===== src/rtl/alu_pkg.sv =====
// Shared types for the sequential ALU: command opcodes and control states.
package alu_pkg;

    typedef enum logic [1:0] {
        Nop      = 2'd0,
        Add      = 2'd1,
        Multiply = 2'd2,
        Divide   = 2'd3
    } opcode_e;

    typedef enum logic [1:0] {
        Idle = 2'd0,
        Busy = 2'd1,
        Done = 2'd2
    } state_e;

endpackage


===== src/rtl/alu_seq_if.sv =====
// Command/response handshake bundle between the UART parser, the ALU and the response serialiser.
interface alu_seq_if #(
    parameter int Width = 32
);
    logic               valid_i;
    logic [1:0]         opcode_i;
    logic [Width-1:0]   operand_a_i;
    logic [Width-1:0]   operand_b_i;
    logic               ready_o;
    logic               ready_i;
    logic [2*Width-1:0] result_o;
    logic               valid_o;

    modport master (
        output valid_i, opcode_i, operand_a_i, operand_b_i, ready_i,
        input  ready_o, result_o, valid_o
    );

    modport slave (
        input  valid_i, opcode_i, operand_a_i, operand_b_i, ready_i,
        output ready_o, result_o, valid_o
    );
endinterface


===== src/rtl/alu_seq_core.sv =====
// Iterative datapath shared by shift-add multiply and restoring divide.
// hi/lo hold partial product:multiplier or remainder:quotient depending on the operation.
module alu_seq_core #(
    parameter int Width  = 32,
    parameter int CountW = $clog2(Width) + 1
) (
    input  logic               clk_i,
    input  logic               reset_i,
    input  logic               start_i,
    input  logic               op_div_i,
    input  logic [Width-1:0]   operand_a_i,
    input  logic [Width-1:0]   operand_b_i,
    output logic               last_step_o,
    output logic [2*Width-1:0] result_o
);

    logic              isDiv_q;
    logic [Width-1:0]  operand_q;
    logic [Width-1:0]  hi_q, hi_d;
    logic [Width-1:0]  lo_q, lo_d;
    logic [CountW-1:0] count_q;

    logic [Width:0]    mulSum;
    logic [Width:0]    divShift;
    logic [Width:0]    divTrial;
    logic              divFits;

    // One iteration: multiply adds then shifts right, divide shifts left then trial-subtracts.
    always_comb begin
        mulSum   = {1'b0, hi_q} + (lo_q[0] ? {1'b0, operand_q} : '0);
        divShift = {hi_q, lo_q[Width-1]};
        divFits  = (divShift >= {1'b0, operand_q});
        divTrial = divShift - {1'b0, operand_q};
        if (isDiv_q) begin
            hi_d = divFits ? divTrial[Width-1:0] : divShift[Width-1:0];
            lo_d = {lo_q[Width-2:0], divFits};
        end else begin
            hi_d = mulSum[Width:1];
            lo_d = {mulSum[0], lo_q[Width-1:1]};
        end
    end

    always_ff @(posedge clk_i or posedge reset_i) begin
        if (reset_i) begin
            isDiv_q   <= 1'b0;
            operand_q <= '0;
            hi_q      <= '0;
            lo_q      <= '0;
            count_q   <= '0;
        end else if (start_i) begin
            isDiv_q   <= op_div_i;
            operand_q <= op_div_i ? operand_b_i : operand_a_i;
            hi_q      <= '0;
            lo_q      <= op_div_i ? operand_a_i : operand_b_i;
            count_q   <= CountW'(Width);
        end else if (count_q != '0) begin
            hi_q      <= hi_d;
            lo_q      <= lo_d;
            count_q   <= count_q - CountW'(1);
        end
    end

    // The top captures the final iteration's next value directly, saving a cycle.
    assign last_step_o = (count_q == CountW'(1));
    assign result_o    = {hi_d, lo_d};

endmodule


===== src/rtl/alu_seq.sv =====
// Sequential ALU top: handshake FSM, single-cycle add path and result register.
// Multiply and divide are delegated to the iterative core.
module alu_seq
    import alu_pkg::*;
#(
    parameter int Width  = 32,
    parameter int CountW = $clog2(Width) + 1
) (
    input  logic      clk_i,
    input  logic      reset_i,
    alu_seq_if.slave  bus
);

    state_e             state_q, state_d;
    logic [2*Width-1:0] result_q, result_d;

    opcode_e            opcode;
    logic [Width:0]     addSum;
    logic               divByZero;
    logic               coreStart;
    logic               coreDiv;
    logic               coreLast;
    logic [2*Width-1:0] coreResult;

    assign opcode    = opcode_e'(bus.opcode_i);
    assign addSum    = {1'b0, bus.operand_a_i} + {1'b0, bus.operand_b_i};
    assign divByZero = (bus.operand_b_i == '0);
    assign coreDiv   = (opcode == Divide);

    alu_seq_core #(
        .Width  (Width),
        .CountW (CountW)
    ) u_core (
        .clk_i       (clk_i),
        .reset_i     (reset_i),
        .start_i     (coreStart),
        .op_div_i    (coreDiv),
        .operand_a_i (bus.operand_a_i),
        .operand_b_i (bus.operand_b_i),
        .last_step_o (coreLast),
        .result_o    (coreResult)
    );

    always_ff @(posedge clk_i or posedge reset_i) begin
        if (reset_i) begin
            state_q  <= Idle;
            result_q <= '0;
        end else begin
            state_q  <= state_d;
            result_q <= result_d;
        end
    end

    // Done never re-accepts in the same cycle it hands off, so commands are at most one per two cycles.
    always_comb begin
        state_d   = state_q;
        result_d  = result_q;
        coreStart = 1'b0;
        case (state_q)
            Idle: begin
                if (bus.valid_i) begin
                    case (opcode)
                        Nop: begin
                            result_d = '0;
                            state_d  = Done;
                        end
                        Add: begin
                            result_d = {{(Width-1){1'b0}}, addSum};
                            state_d  = Done;
                        end
                        Multiply: begin
                            coreStart = 1'b1;
                            state_d   = Busy;
                        end
                        Divide: begin
                            if (divByZero) begin
                                result_d = {bus.operand_a_i, {Width{1'b1}}};
                                state_d  = Done;
                            end else begin
                                coreStart = 1'b1;
                                state_d   = Busy;
                            end
                        end
                        default: state_d = Idle;
                    endcase
                end
            end
            Busy: begin
                if (coreLast) begin
                    result_d = coreResult;
                    state_d  = Done;
                end
            end
            Done: begin
                if (bus.ready_i) begin
                    state_d = Idle;
                end
            end
            default: state_d = Idle;
        endcase
    end

    assign bus.ready_o  = (state_q == Idle);
    assign bus.valid_o  = (state_q == Done);
    assign bus.result_o = result_q;

endmodule


===== src/flat_wrapper.sv =====
// flat-port wrapper written by rule: the top's interface ports become plain ports
module alu_seq_flat import alu_pkg::*;
#(
    parameter int Width  = 32,
    parameter int CountW = $clog2(Width) + 1
)
  (clk_i, reset_i, bus_valid_i, bus_opcode_i, bus_operand_a_i, bus_operand_b_i, bus_ready_i, bus_ready_o, bus_result_o, bus_valid_o);
  alu_seq_if #(.Width(Width)) bus_i ();
  input  logic clk_i;
  input  logic reset_i;
  input wire logic [$bits(bus_i.valid_i)-1:0] bus_valid_i;
  input wire logic [$bits(bus_i.opcode_i)-1:0] bus_opcode_i;
  input wire logic [$bits(bus_i.operand_a_i)-1:0] bus_operand_a_i;
  input wire logic [$bits(bus_i.operand_b_i)-1:0] bus_operand_b_i;
  input wire logic [$bits(bus_i.ready_i)-1:0] bus_ready_i;
  output wire logic [$bits(bus_i.ready_o)-1:0] bus_ready_o;
  output wire logic [$bits(bus_i.result_o)-1:0] bus_result_o;
  output wire logic [$bits(bus_i.valid_o)-1:0] bus_valid_o;
  assign bus_i.valid_i = bus_valid_i;
  assign bus_i.opcode_i = bus_opcode_i;
  assign bus_i.operand_a_i = bus_operand_a_i;
  assign bus_i.operand_b_i = bus_operand_b_i;
  assign bus_i.ready_i = bus_ready_i;
  assign bus_ready_o = bus_i.ready_o;
  assign bus_result_o = bus_i.result_o;
  assign bus_valid_o = bus_i.valid_o;
  alu_seq #(.Width(Width), .CountW(CountW)) u_core (.clk_i(clk_i), .reset_i(reset_i), .bus(bus_i));
endmodule

===== config.mk =====
export PLATFORM = sky130hd
export DESIGN_NAME = alu_seq_flat
export DESIGN_NICKNAME = d
export VERILOG_FILES = /design/src/rtl/alu_pkg.sv /design/src/rtl/alu_seq_if.sv /design/src/rtl/alu_seq_core.sv /design/src/rtl/alu_seq.sv /design/src/flat_wrapper.sv
export SDC_FILE = /design/constraint.sdc
export NUM_CORES = 1
export LEC_CHECK = 0
export BUFFER_PORTS_ARGS = -buffer_cell sky130_fd_sc_hd__buf_2
export CAP_MARGIN = 20
export CORE_MARGIN = 2
export CORE_UTILIZATION = 35
export DETAILED_ROUTE_END_ITERATION = 16
export GPL_ROUTABILITY_DRIVEN = 0
export GPL_TIMING_DRIVEN = 0
export PLACE_DENSITY = 0.53
export SLEW_MARGIN = 20
export SYNTH_ARGS = -nofsm -noshare
export SYNTH_HDL_FRONTEND = slang
export SYNTH_SLANG_ARGS = --single-unit
export TNS_END_PERCENT = 20

===== constraint.sdc =====
create_clock -name clk_i -period 6.02 [get_ports clk_i]
set_input_delay 0.301 -clock clk_i [delete_from_list [all_inputs] [get_ports clk_i]]
set_output_delay 0.301 -clock clk_i [all_outputs]
set_load 0.01 [all_outputs]

==> results.toml <==
[floorplan]
start_util = 0.357
rows = 73
pin_count = 136
die_w_microns = 206
fp.coreArea_sq_um = 40000
die-area_sq_um = 42400
die_y_microns = 206

[clock_tree]
clock_latency_ns = 0.46
root_buffer = "clkbuf_16"
h-tree-depth = 4
path_clk_slew_ns = 0.07
ctsHoldBuffers = 1
cts_setup_buffers = 0
cts.sinks = 169
clockBufferDepth = 2
cts_buffers = 17
cts_tree = "done"
cts.repair.resized = 0

[finish]
design_area_sq_um = 16200
seqCellArea_sq_um = 4230
multiInputGateArea_sq_um = 9330
finalNonFillerCells = 2518
drive_gt1_frac = 0.106
fillers = 4212
diodes = 0
final_net_count = 2151
syn2layout_area_growth_pct = 13.8

[critical_path]
path_max_fanout = 10
cp_num_buf_inv = 1
cp_data_required_time_ns = 6.33
critPathLaunchType = "register"
max_stage_delay_ns = 0.68
crit_chain = "clkbuf_1, and2_1, ha_1, fa_1, a211oi_1, o21ai_0, nand4_1, o221ai_1, nor2_1, o21ai_0, xnor2_1, nor2_1, a311oi_1, o211ai_1"
critPathTopFamily = "compound AO/OA/AOI/OAI gates"
cp_slowest_cell = "a311oi_1"
critPathArrivalTime_ns = 4.73
worstSetupEndpointType = "register"
crit_type = "reg -> reg"
crit_start = "u_core.u_core.lo_q[0]"
r2r-start = "u_core.u_core.lo_q[0]"

[synth]
synth_cell_type_count = 79
ys_warn_count = 0
synth_commonest_cells = "nand2_1, nor2_1, dfrtp_1, a21oi_1, o21ai_0"
syn-instance-count = 1824
syn_nets = 1995
synth_top_area_cell = "dfrtp_1"
synth.avg_cell_area_sq_um = 7.83
synth-seq-area-share = 0.296
syn-cell-area_sq_um = 14300
synth_edf_count = 0
ys_top_cells_by_area = "dfrtp_1, ha_1, nand2_1"
synth_most_common_cell = "nand2_1"
async_flop_share = 1.00
ys.flop_type = "dfrtp_1"
ys_ff_latch = 169
synth_top_area_frac = 0.296

[detailed_routing]
drt.antenna.violating_nets = 0
avgViaCountPerCell = 5.95
firstDrtPassIters = 5
drtIter0Drc = 1675
wire_per_inst_microns = 25.0
routed_wl_microns = 62900
route.detailed.drc = 0
via_count = 14989

[placement]
place_hpwl_microns = 49100
placed_cell_area_sq_um = 15600
dpl.cell_count = 2485
portBuffers = 135

[timing]
fmax_mhz = 226
worst_pin_slew_ns = 1.20
rsz0062_at_grt = "false"
hold_violations = 0
finalMaxSlewViolations = 0
timing.final.crit_share = 0.734
fin_worst_skew_ns = 0.0108
fin_crit_ns = 4.42
max_slew_margin = 0.198
setup_violations = 0

[run_status]
status = "finished, final reports clean"

[power_and_ir_drop]
leakagePower_uw = 0.00723
power_density_nw_per_um2 = 670
finalPower_uw = 10900
ir_drop_uv = 258

[min_path]
min_from = "bus_ready_i"
hold_path.class = "in -> reg"

[grt]
grt_pass1_wl_microns = 93700
grt_max_degree = 92
antenna_found_initial = 2
track_usage = 0.298
gr-total-overflow = 0
grt_pass1_vias = 14781

[run]
drv_cap = 0
-- sequential cells by signal, summed over array words and instances, names as in the netlist --
register                 flops
u_core.bus.result_o         64
u_core.u_core.hi_q          32
u_core.u_core.lo_q          32
u_core.u_core.operand_q     32
u_core.u_core.count_q        6
u_core.state_q               2
u_core.u_core.isDiv_q        1
-- cells in the final DEF (no fill, tap or decap), types with 34 or more instances in the layout --
master,count
a21oi_1,149
a31oi_1,86
and2_1,43
buf_2,143
clkbuf_1,90
dfrtp_1,169
ha_1,98
inv_1,70
mux2i_1,56
nand2_1,232
nand3_1,35
nor2_1,187
nor3_1,34
o211ai_1,52
o21a_1,34
o21ai_0,124
xnor2_1,58
-- cells by family (layout without fill, tap and decap cells) --
| family | Yosys count | in the layout | synth area share |
|---|---|---|---|
| AO/OA/AOI/OAI | 597 | 597 | 0.270 |
| AND/OR/NAND/NOR | 639 | 639 | 0.203 |
| flip-flops | 169 | 169 | 0.296 |
| multiplexers | 60 | 60 | 0.0424 |
| XOR/XNOR | 78 | 78 | 0.0479 |
| buffers and inverters | 180 | 349 | 0.0507 |
| adder cells (fa/ha/maj) | 101 | 101 | 0.0901 |
-- area by class of cell --
class | count | area share
clock buffer | 18 | 0.0270
clock inverter | 14 | 0.00909
timing repair buffer | 137 | 0.0439
sequential | 169 | 0.260
tap | 525 | 0.0404
inverter | 71 | 0.0169
multi-input combinational | 1475 | 0.574
buffer | 109 | 0.0281
-- per-stage QoR --
step	TNS, ns	hold WS (ns)	utilization	setup slack [ns]
2_1_floorplan	0	0.449	-	1.14
3_3_place_gp	-222.10	0.461	0.390	-1.35
3_5_place_dp	0	0.430	0.391	1.48
4_1_cts	0	0.127	0.406	1.69
5_1_grt	0	0.142	0.406	1.40
6_report	0	0.128	0.406	1.60
-- report_power, final --
part	switching (uW)	internal (uW)	total (uW)
registers	621	1720	2340
logic	4650	2740	7390
clock network	535	623	1160
total	5800	5080	10900
-- worst paths after layout --
kind                                            to  slack, ns  depth (start not counted)
max                        u_core.bus.result_o[55]       1.60                         14
min reg2reg                u_core.bus.result_o[36]       0.48                          2
max in group asynchronous   u_core.u_core.hi_q[22]       4.62                          4
max reg2reg                u_core.bus.result_o[55]       1.60                         14
min                              u_core.state_q[1]       0.13                          3
min in group asynchronous   u_core.bus.result_o[6]       0.48                          3
-- metal layers --
layer / global-route usage / vias to the layer above / part of all wire
met3: 0.0489 / 148 / 0.071
met1: 0.387 / 7240 / 0.42
li1: - / 6907 / -
met5: 0 / - / 0
met4: 0.152 / 0 / 0.051
met2: 0.478 / 694 / 0.45
-- worst reg2reg max path: cells and delay by family (launching register included) --
kind	cells	cell delay [ns]
adders and majority gates	2	0.68
and+or+nand+nor	4	0.72
buffers and inverters	1	0.32
xor gates and xnor gates	1	0.18
AOI/OAI and AO/OA	6	1.87
DFF	1	0.50
No activity file was read; power rests on OpenSTA's default activity.
